File: src/rtl/dm_access_ctrl.sv
// dm_access_ctrl: multi-cycle data-memory access controller for the M stage.
// Takes one load/store at a time and drives a request/ready memory port. It
// builds store byte enables and replicated write data and extends load data.
// It stalls the pipeline until the access completes and flags address errors,
// including an access that times out waiting for the memory.
module dm_access_ctrl #(
  parameter int unsigned MAX_WAIT = 15
) (
  input  logic        clk,
  input  logic        reset,
  input  logic        req_valid,
  input  logic        req_we,
  input  logic [2:0]  req_op,
  input  logic [31:0] req_addr,
  input  logic [31:0] req_wdata,
  output logic        stall,
  output logic        done,
  output logic [31:0] rdata,
  output logic [4:0]  exc_code,
  output logic        m_data_req,
  output logic [31:0] m_data_addr,
  output logic [3:0]  m_data_byteen,
  output logic [31:0] m_data_wdata,
  input  logic [31:0] m_data_rdata,
  input  logic        m_data_ready
);

  typedef enum logic [1:0] {
    S_IDLE,
    S_WAIT,
    S_DONE
  } state_t;

  localparam logic [2:0] OP_W  = 3'b000;
  localparam logic [2:0] OP_B  = 3'b001;
  localparam logic [2:0] OP_BU = 3'b010;
  localparam logic [2:0] OP_H  = 3'b011;
  localparam logic [2:0] OP_HU = 3'b100;

  localparam logic [4:0] EXC_NONE = 5'd0;
  localparam logic [4:0] EXC_ADEL = 5'd4;
  localparam logic [4:0] EXC_ADES = 5'd5;

  localparam logic [7:0] MAX_WAIT_C = 8'(MAX_WAIT);

  state_t      state_q, state_d;
  logic [7:0]  wait_cnt_q;
  logic [2:0]  op_q;
  logic        we_q;
  logic [1:0]  addr_lo_q;
  logic [31:0] addr_q;
  logic [3:0]  byteen_q;
  logic [31:0] wdata_q;
  logic [31:0] rdata_q;
  logic [4:0]  exc_q;

  logic        req_legal;
  logic [3:0]  st_byteen;
  logic [31:0] st_wdata;
  logic        accept;
  logic        reject;
  logic        complete;
  logic        timeout;

  // Selects the addressed byte/half of a memory word and extends it to 32 bits.
  function automatic logic [31:0] load_extend(input logic [2:0]  op,
                                              input logic [1:0]  lo,
                                              input logic [31:0] word);
    logic [7:0]  b;
    logic [15:0] h;
    logic [31:0] res;
    case (lo)
      2'd0:    b = word[7:0];
      2'd1:    b = word[15:8];
      2'd2:    b = word[23:16];
      default: b = word[31:24];
    endcase
    h = lo[1] ? word[31:16] : word[15:0];
    case (op)
      OP_B:    res = {{24{b[7]}}, b};
      OP_BU:   res = {24'h0, b};
      OP_H:    res = {{16{h[15]}}, h};
      OP_HU:   res = {16'h0, h};
      default: res = word;
    endcase
    return res;
  endfunction

  // Request legality plus store byte enables and replicated write data.
  // NOTE: every signal driven here gets a default first, so no path leaves it unassigned and no latch is inferred.
  always_comb begin
    req_legal = 1'b0;
    st_byteen = 4'b0000;
    st_wdata  = 32'h0;
    case (req_op)
      OP_W: begin
        req_legal = (req_addr[1:0] == 2'b00);
        st_byteen = 4'b1111;
        st_wdata  = req_wdata;
      end
      OP_B, OP_BU: begin
        req_legal = !(req_we && (req_op == OP_BU));
        st_byteen = 4'b0001 << req_addr[1:0];
        st_wdata  = {4{req_wdata[7:0]}};
      end
      OP_H, OP_HU: begin
        req_legal = !req_addr[0] && !(req_we && (req_op == OP_HU));
        st_byteen = req_addr[1] ? 4'b1100 : 4'b0011;
        st_wdata  = {2{req_wdata[15:0]}};
      end
      default: req_legal = 1'b0;
    endcase
  end

  // Next-state logic; ready beats timeout when both land in the same cycle.
  always_comb begin
    state_d  = state_q;
    accept   = 1'b0;
    reject   = 1'b0;
    complete = 1'b0;
    timeout  = 1'b0;
    case (state_q)
      S_IDLE: begin
        if (req_valid) begin
          if (req_legal) begin
            accept  = 1'b1;
            state_d = S_WAIT;
          end else begin
            reject  = 1'b1;
            state_d = S_DONE;
          end
        end
      end
      S_WAIT: begin
        if (m_data_ready) begin
          complete = 1'b1;
          state_d  = S_DONE;
        end else if (wait_cnt_q == MAX_WAIT_C) begin
          timeout = 1'b1;
          state_d = S_DONE;
        end
      end
      S_DONE:  state_d = S_IDLE;
      default: state_d = S_IDLE;
    endcase
  end

  // State register.
  // NOTE: sequential state uses non-blocking assignments so every register samples pre-edge values.
  always_ff @(posedge clk) begin
    if (reset) state_q <= S_IDLE;
    else       state_q <= state_d;
  end

  // Transaction registers: captured at accept, result captured at completion.
  always_ff @(posedge clk) begin
    if (reset) begin
      wait_cnt_q <= 8'd0;
      op_q       <= OP_W;
      we_q       <= 1'b0;
      addr_lo_q  <= 2'b00;
      addr_q     <= 32'h0;
      byteen_q   <= 4'b0000;
      wdata_q    <= 32'h0;
      rdata_q    <= 32'h0;
      exc_q      <= EXC_NONE;
    end else begin
      if (accept) begin
        wait_cnt_q <= 8'd0;
        op_q       <= req_op;
        we_q       <= req_we;
        addr_lo_q  <= req_addr[1:0];
        addr_q     <= {req_addr[31:2], 2'b00};
        byteen_q   <= req_we ? st_byteen : 4'b0000;
        wdata_q    <= req_we ? st_wdata : 32'h0;
      end
      if ((state_q == S_WAIT) && !m_data_ready && (wait_cnt_q != MAX_WAIT_C))
        wait_cnt_q <= wait_cnt_q + 8'd1;
      if (complete) begin
        rdata_q <= we_q ? 32'h0 : load_extend(op_q, addr_lo_q, m_data_rdata);
        exc_q   <= EXC_NONE;
      end
      if (reject) begin
        rdata_q <= 32'h0;
        exc_q   <= req_we ? EXC_ADES : EXC_ADEL;
      end
      if (timeout) begin
        rdata_q <= 32'h0;
        exc_q   <= we_q ? EXC_ADES : EXC_ADEL;
      end
    end
  end

  assign stall         = req_valid && (state_q != S_DONE);
  assign done          = (state_q == S_DONE);
  assign rdata         = rdata_q;
  assign exc_code      = exc_q;
  assign m_data_req    = (state_q == S_WAIT);
  assign m_data_addr   = addr_q;
  assign m_data_byteen = byteen_q;
  assign m_data_wdata  = wdata_q;

endmodule

File: config.mk
export PLATFORM = sky130hd
export DESIGN_NAME = dm_access_ctrl
export DESIGN_NICKNAME = d
export VERILOG_FILES = /design/src/rtl/dm_access_ctrl.sv
export SDC_FILE = /design/constraint.sdc
export NUM_CORES = 1
export LEC_CHECK = 0
export CORE_ASPECT_RATIO = 1.4
export CORE_MARGIN = 4
export CORE_UTILIZATION = 40
export CTS_CLUSTER_DIAMETER = 120
export DETAILED_ROUTE_END_ITERATION = 12
export DONT_BUFFER_PORTS = 1
export PLACE_DENSITY = 0.62
export SLEW_MARGIN = 20
export SYNTH_ARGS = -nofsm -noshare
export SYNTH_HDL_FRONTEND = slang
export SYNTH_SLANG_ARGS = --single-unit
File: constraint.sdc
create_clock -name clk -period 2.5 [get_ports clk]
set_input_delay 0.375 -clock clk [delete_from_list [all_inputs] [get_ports clk]]
set_output_delay 0.375 -clock clk [all_outputs]
set_load 0.1 [all_outputs]
# ---- Yosys cells after proc, flatten, opt, wreduce, memory -nomap -nowiden
# Index checks and enable logic that the tools add are counted.
dict set report word_totals {
  ff_bits 119
  input_bits 104
  out_inout_bits 108
  word_cells 82
}
dict set report op_classes {
  add_sub_neg 1
  n_eq_ne 17
  shift 1
  muxes 33
  n_reduce_logical 20
}
# op n
set op_table {}
lappend op_table {{32-bit one-hot mux with 4 select lines} 1}
lappend op_table {{32-bit one-hot mux with 3 select lines} 1}
lappend op_table {{32-bit two-way mux} 2}
lappend op_table {{8-bit one-hot mux with 3 select lines} 1}
lappend op_table {{16-bit two-way mux} 1}
lappend op_table {{8-bit two-way mux} 2}
lappend op_table {{5-bit two-way mux} 3}
lappend op_table {{1-bit two-way mux} 13}
lappend op_table {{3-bit by 2-bit equality test with 1-bit output, second input constant} 4}
lappend op_table {{4-bit one-hot mux with 3 select lines} 1}
lappend op_table {{8-bit by 1-bit adder with 8-bit output, second input constant} 1}
lappend op_table {{8-bit by 4-bit equality test with 1-bit output, second input constant} 1}
lappend op_table {{2-bit two-way mux} 4}
lappend op_table {{4-bit two-way mux} 2}
lappend op_table {{8-bit by 4-bit != test with 1-bit output, second input constant} 1}
lappend op_table {{3-bit by 1-bit equality test with 1-bit output, second input constant} 2}
lappend op_table {{3-bit equality test, second input constant} 2}
lappend op_table {{1-bit logical AND} 6}
lappend op_table {{2-bit zero test} 3}
lappend op_table {{2-bit by 1-bit equality test with 1-bit output, second input constant} 2}
lappend op_table {{2-bit equality test, second input constant} 2}
lappend op_table {{1-bit zero test} 4}
lappend op_table {{2-bit != test, second input constant} 2}
lappend op_table {{2-bit one-hot mux with 2 select lines} 1}
lappend op_table {{9 further kinds} 10}

# ---- Longest topological paths before layout
dict set report logic_depth {
  depth_word 10
  ltp_mapped 9
  mapped_depth_nobuf 6
}

# ---- Least setup slack after synthesis
# No wires, ideal clock.
dict set report synth_timing {
  kind {register to output}
  from {register state_q[1]}
  to {output port stall}
  t_arrival_ns 2.744
  required_ns 2.125
  path_slack_ns -0.619
  stages_incl_launch_ff 3
  n_path_buf 0
  path_cell_list {dfxtp_1 > nor2b_1 > nor2b_1}
}
dict set report synth_via {
  elab_chain_len 2
}
# item line_no
set synth_rtl {}
lappend synth_rtl {{start, declared} 46} ;# state_t state_q, state_d;
lappend synth_rtl {{start signal, assigned} 152} ;# else state_q <= state_d;
lappend synth_rtl {{2-bit != test} 194} ;# assign stall = req_valid && (state_q != S_DONE);
lappend synth_rtl {{1-bit logical AND} 194}
lappend synth_rtl {{end, declared} 16} ;# output logic stall,
# Every way passes these cells.

# ---- Worst setup path in the final report
dict set report layout_timing {
  from {register addr_lo_q[1]}
  to {register rdata_q[27] (netlist: rdata[27])}
}
dict set report layout_via {
  elab_chain_len 4
  word_cells_on_any_way 7
  classes_between {eq/ne (2); mux (4); reduce/logical (1)}
}
# item line_no
set layout_rtl {}
lappend layout_rtl {{start, declared} 50} ;# logic [1:0] addr_lo_q;
lappend layout_rtl {{start signal, assigned} 172} ;# addr_lo_q <= req_addr[1:0];
lappend layout_rtl {{2-bit equality test (tied with other cells)} 72} ;# case (lo)
lappend layout_rtl {{8-bit one-hot mux with 3 select lines} 72}
lappend layout_rtl {{32-bit one-hot mux with 4 select lines (*)} 79} ;# case (op)
lappend layout_rtl {{32-bit two-way mux (*)} 180} ;# rdata_q <= we_q ? 32'h0 : load_extend(op_q, addr_lo_q, m_data_rdata);
lappend layout_rtl {{end signal, assigned} 180}
lappend layout_rtl {{end, declared} 54} ;# logic [31:0] rdata_q;
# Every way passes the cells marked *; elsewhere a longest branch is shown, timed or not.
# A chain may end at the register's enable or synchronous reset.

==> impl_metrics.toml <==
[worst_hold_path]
whs_path_depth = 1
hold_path_end = "m_data_addr[28]"
hold_class = "in -> reg"
hp-start = "reset"

[clocking]
postCtsSetupBuffers = 0
post_cts_resized = 0
numCtsBuffers = 17
cts_tree = "done"
h-tree-depth = 4
cts.sinks = 116
clkLatencyLatePin_ns = 0.41
root_buffer = "clkbuf_16"
clk_pin_slew_ns = 0.06
ctsHoldBuffers = 0
cts.path.max_buffers = 2

[drt]
drtIter0Drc = 682
drc = 0
wl_mm = 19.74
drtPass1Iterations = 5
antenna_left = 0
routedWlPerCell_um = 19.64
avgViaCountPerCell = 5.898
route.vias.total = 5927

[logic_synthesis]
synth.avg_cell_area_um2 = 8.095
yosysTopAreaCellShare = 0.3930
ys_seq_area_frac = 0.3930
synth-seq-cells = 116
yosysTopAreaCell = "dfxtp_1"
yosysWarnings = 0
synth_cell_types = 54
synth_flop_cell = "dfxtp_1"
synthArstFlopShare = 0
synth_enable_flop_cells = 0
synthCells = 730
ys_top_cells_by_area = "dfxtp_1, o21ai_0, a21oi_1"
synth_area_um2 = 5909

[power_and_ir_drop]
pwr_density_cell_nw_per_um2 = 709.8
power.total_mw = 5.248
peakVddDrop_v = 0.0004025
leakagePower_nw = 2.827

[timing]
worstMarginPinSlew_ns = 0.9122
finalSetupViolations = 0
postLayoutSetupSlackWorst_ns = 0.3127
slew_headroom = 0.3896
slew_viol_final = 0
holdWs_ns = 0.02339
skew_ns = 0.009966
rsz0062_at_grt = "no"
finalHoldViolCount = 0
min_period_over_period = 0.8749
fin_tns_setup_ns = 0
layout_min_cycle_time_ns = 2.187
max_freq_mhz = 457.2

[setup_path]
crit-reg2reg-launch = "addr_lo_q[1]"
worstRegToRegCells = 6
cp_slowest_cell = "nor2_1"
critical_path_class = "reg -> reg"
path_cells = "buf_4 -> mux2_2 -> o32ai_1 -> nor2_1 -> o21ai_0 -> a21oi_1"
worstPathRequired_ns = 2.84
start_kind = "flip-flop"
critical_path_buf_inv_count = 1
critical_path_arrival_ns = 2.53
end_kind = "flip-flop"
worst_path_dominant_cell_family = "simple AND/OR/NAND/NOR gates"
regToRegSetupSlack_ns = 0.31
crit_fanout = 20
worstReg2RegEnd = "rdata[27]"
slowest_delay_ns = 0.71

[cells_and_area]
layout.nets = 908
finish.utilization = 0.5097
drive_gt1_frac = 0.2365
n_fill_cell = 1387
syn_to_final_growth_pct = 25.13
diodes = 0

[floorplanning]
dieHeight_um = 151.8
start_util = 0.4073
die_area_um2 = 16810
design.core.area_um2 = 14510
io_pins = 212
die_x_um = 110.7
num_rows = 52

[global_routing]
grtUsageTotal = 0.2266
grt_pass1_wl_mm = 31.24
antenna_found_initial = 0
grt_max_degree = 46
grt-ovfl-total = 0
grt_pass1_vias = 5772

[placement]
placement.setup.worst_slack_ns = 0.3527
io_buffers = 0
dp_hpwl_mm = 14.35
place_congestion = 0.9435

[status]
status = "finished, final reports clean"

[run]
maxCapViolCount = 0
## stage by stage
| step | std cells | instance area [µm²] |
|---|---|---|
| 3_5_place_dp | 973 | 6799 |
| 2_1_floorplan | 734 | 5929 |
| 5_1_grt | 1005 | 7395 |
| 3_3_place_gp | 973 | 6792 |
| 6_report | 1005 | 7395 |
| 4_1_cts | 1005 | 7395 |
## flip-flops by register name, indices dropped and copies added (netlist names)
| name | count |
|---|---|
| wait_cnt_q | 8 |
| exc_code | 2 |
| we_q | 1 |
| m_data_byteen | 4 |
| m_data_addr | 30 |
| op_q | 3 |
| state_q | 2 |
| rdata | 32 |
| addr_lo_q | 2 |
| m_data_wdata | 32 |
## worst max-delay path by stage
stage | start | to | slack, ns | depth (start not counted)
3_3_place_gp | req_op[0] | m_data_wdata[24] | 0.24 | 5
2_1_floorplan | state_q[1] | stall | 0.05 | 2
6_report | addr_lo_q[1] | rdata[27] | 0.31 | 6
5_1_grt | addr_lo_q[1] | rdata[19] | 0.04 | 6
3_5_place_dp | req_addr[0] | m_data_wdata[20] | 0.35 | 6
4_1_cts | addr_lo_q[1] | rdata[24] | 0.35 | 6
## area by class of cell
cell class	count	area, µm²	share of cell area
multi-input combinational	539	3293	0.4453
sequential	116	2322	0.3140
timing repair buffer	120	913.4	0.1235
clock buffer	17	425.4	0.05753
tap	189	236.5	0.03198
clock inverter	15	170.2	0.02301
inverter	9	33.78	0.004569
## cells in the final DEF (no fill, tap or decap), types with 3 or more instances in the layout
cell       instances
inv_1              9
and2_1             3
o21ai_0          103
inv_6              5
buf_4            119
nor3_1             6
nor2b_2            3
a22o_1            31
mux4_2             8
and3_1             5
nand3_1           55
mux2_2            18
a211o_1            3
clkbuf_16         17
nor2b_1            4
a21oi_1           89
nor3b_1            8
o22ai_1            8
conb_1             5
mux2i_1           14
nand2b_1           3
nor2_1            31
a31oi_1            7
a22oi_1           20
dfxtp_1          116
xnor2_1            3
clkinv_4           3
nand2_1           75
## synthesized netlist by cell type (4+ instances only)
cell type / count
mux2i_1: 14
a22o_1: 31
a21oi_1: 91
nand2_1: 75
o21ai_0: 103
mux2_2: 18
and3_1: 5
clkbuf_1: 44
inv_1: 9
buf_1: 8
nor3b_1: 8
nor3_1: 7
a22oi_1: 20
buf_2: 12
and2_1: 4
a31oi_1: 7
nor2_1: 31
nor2b_1: 7
buf_4: 5
nand3_1: 55
mux4_2: 8
dfxtp_1: 116
o22ai_1: 8
## power breakdown
group | leakage, nW | total, mW | internal, mW | switching [mW]
Clock | 0.293 | 2.45 | 1.50 | 0.958
Combinational | 1.60 | 0.874 | 0.225 | 0.649
Sequential | 0.938 | 1.92 | 1.90 | 0.0252
Total | 2.83 | 5.25 | 3.62 | 1.63
## kinds of logic after synthesis
| group | synth area share |
|---|---|
| fa+ha+maj | 0.002117 |
| simple gates | 0.1656 |
| xor+xnor | 0.005930 |
| other cells | 0.0006346 |
| flops | 0.3930 |
| mux | 0.08850 |
| buf+inv | 0.05717 |
| compound gates | 0.2871 |
## metal layers
metal  routed length [µm]  vias up  track usage
li1                     -     2798            -
met1                 7309     2798       0.2554
met2                10010      284       0.3840
met3                 1870       47      0.08794
met4                  543        0      0.08979
met5                    0        -            0
Power figures use the tool's default switching activity.
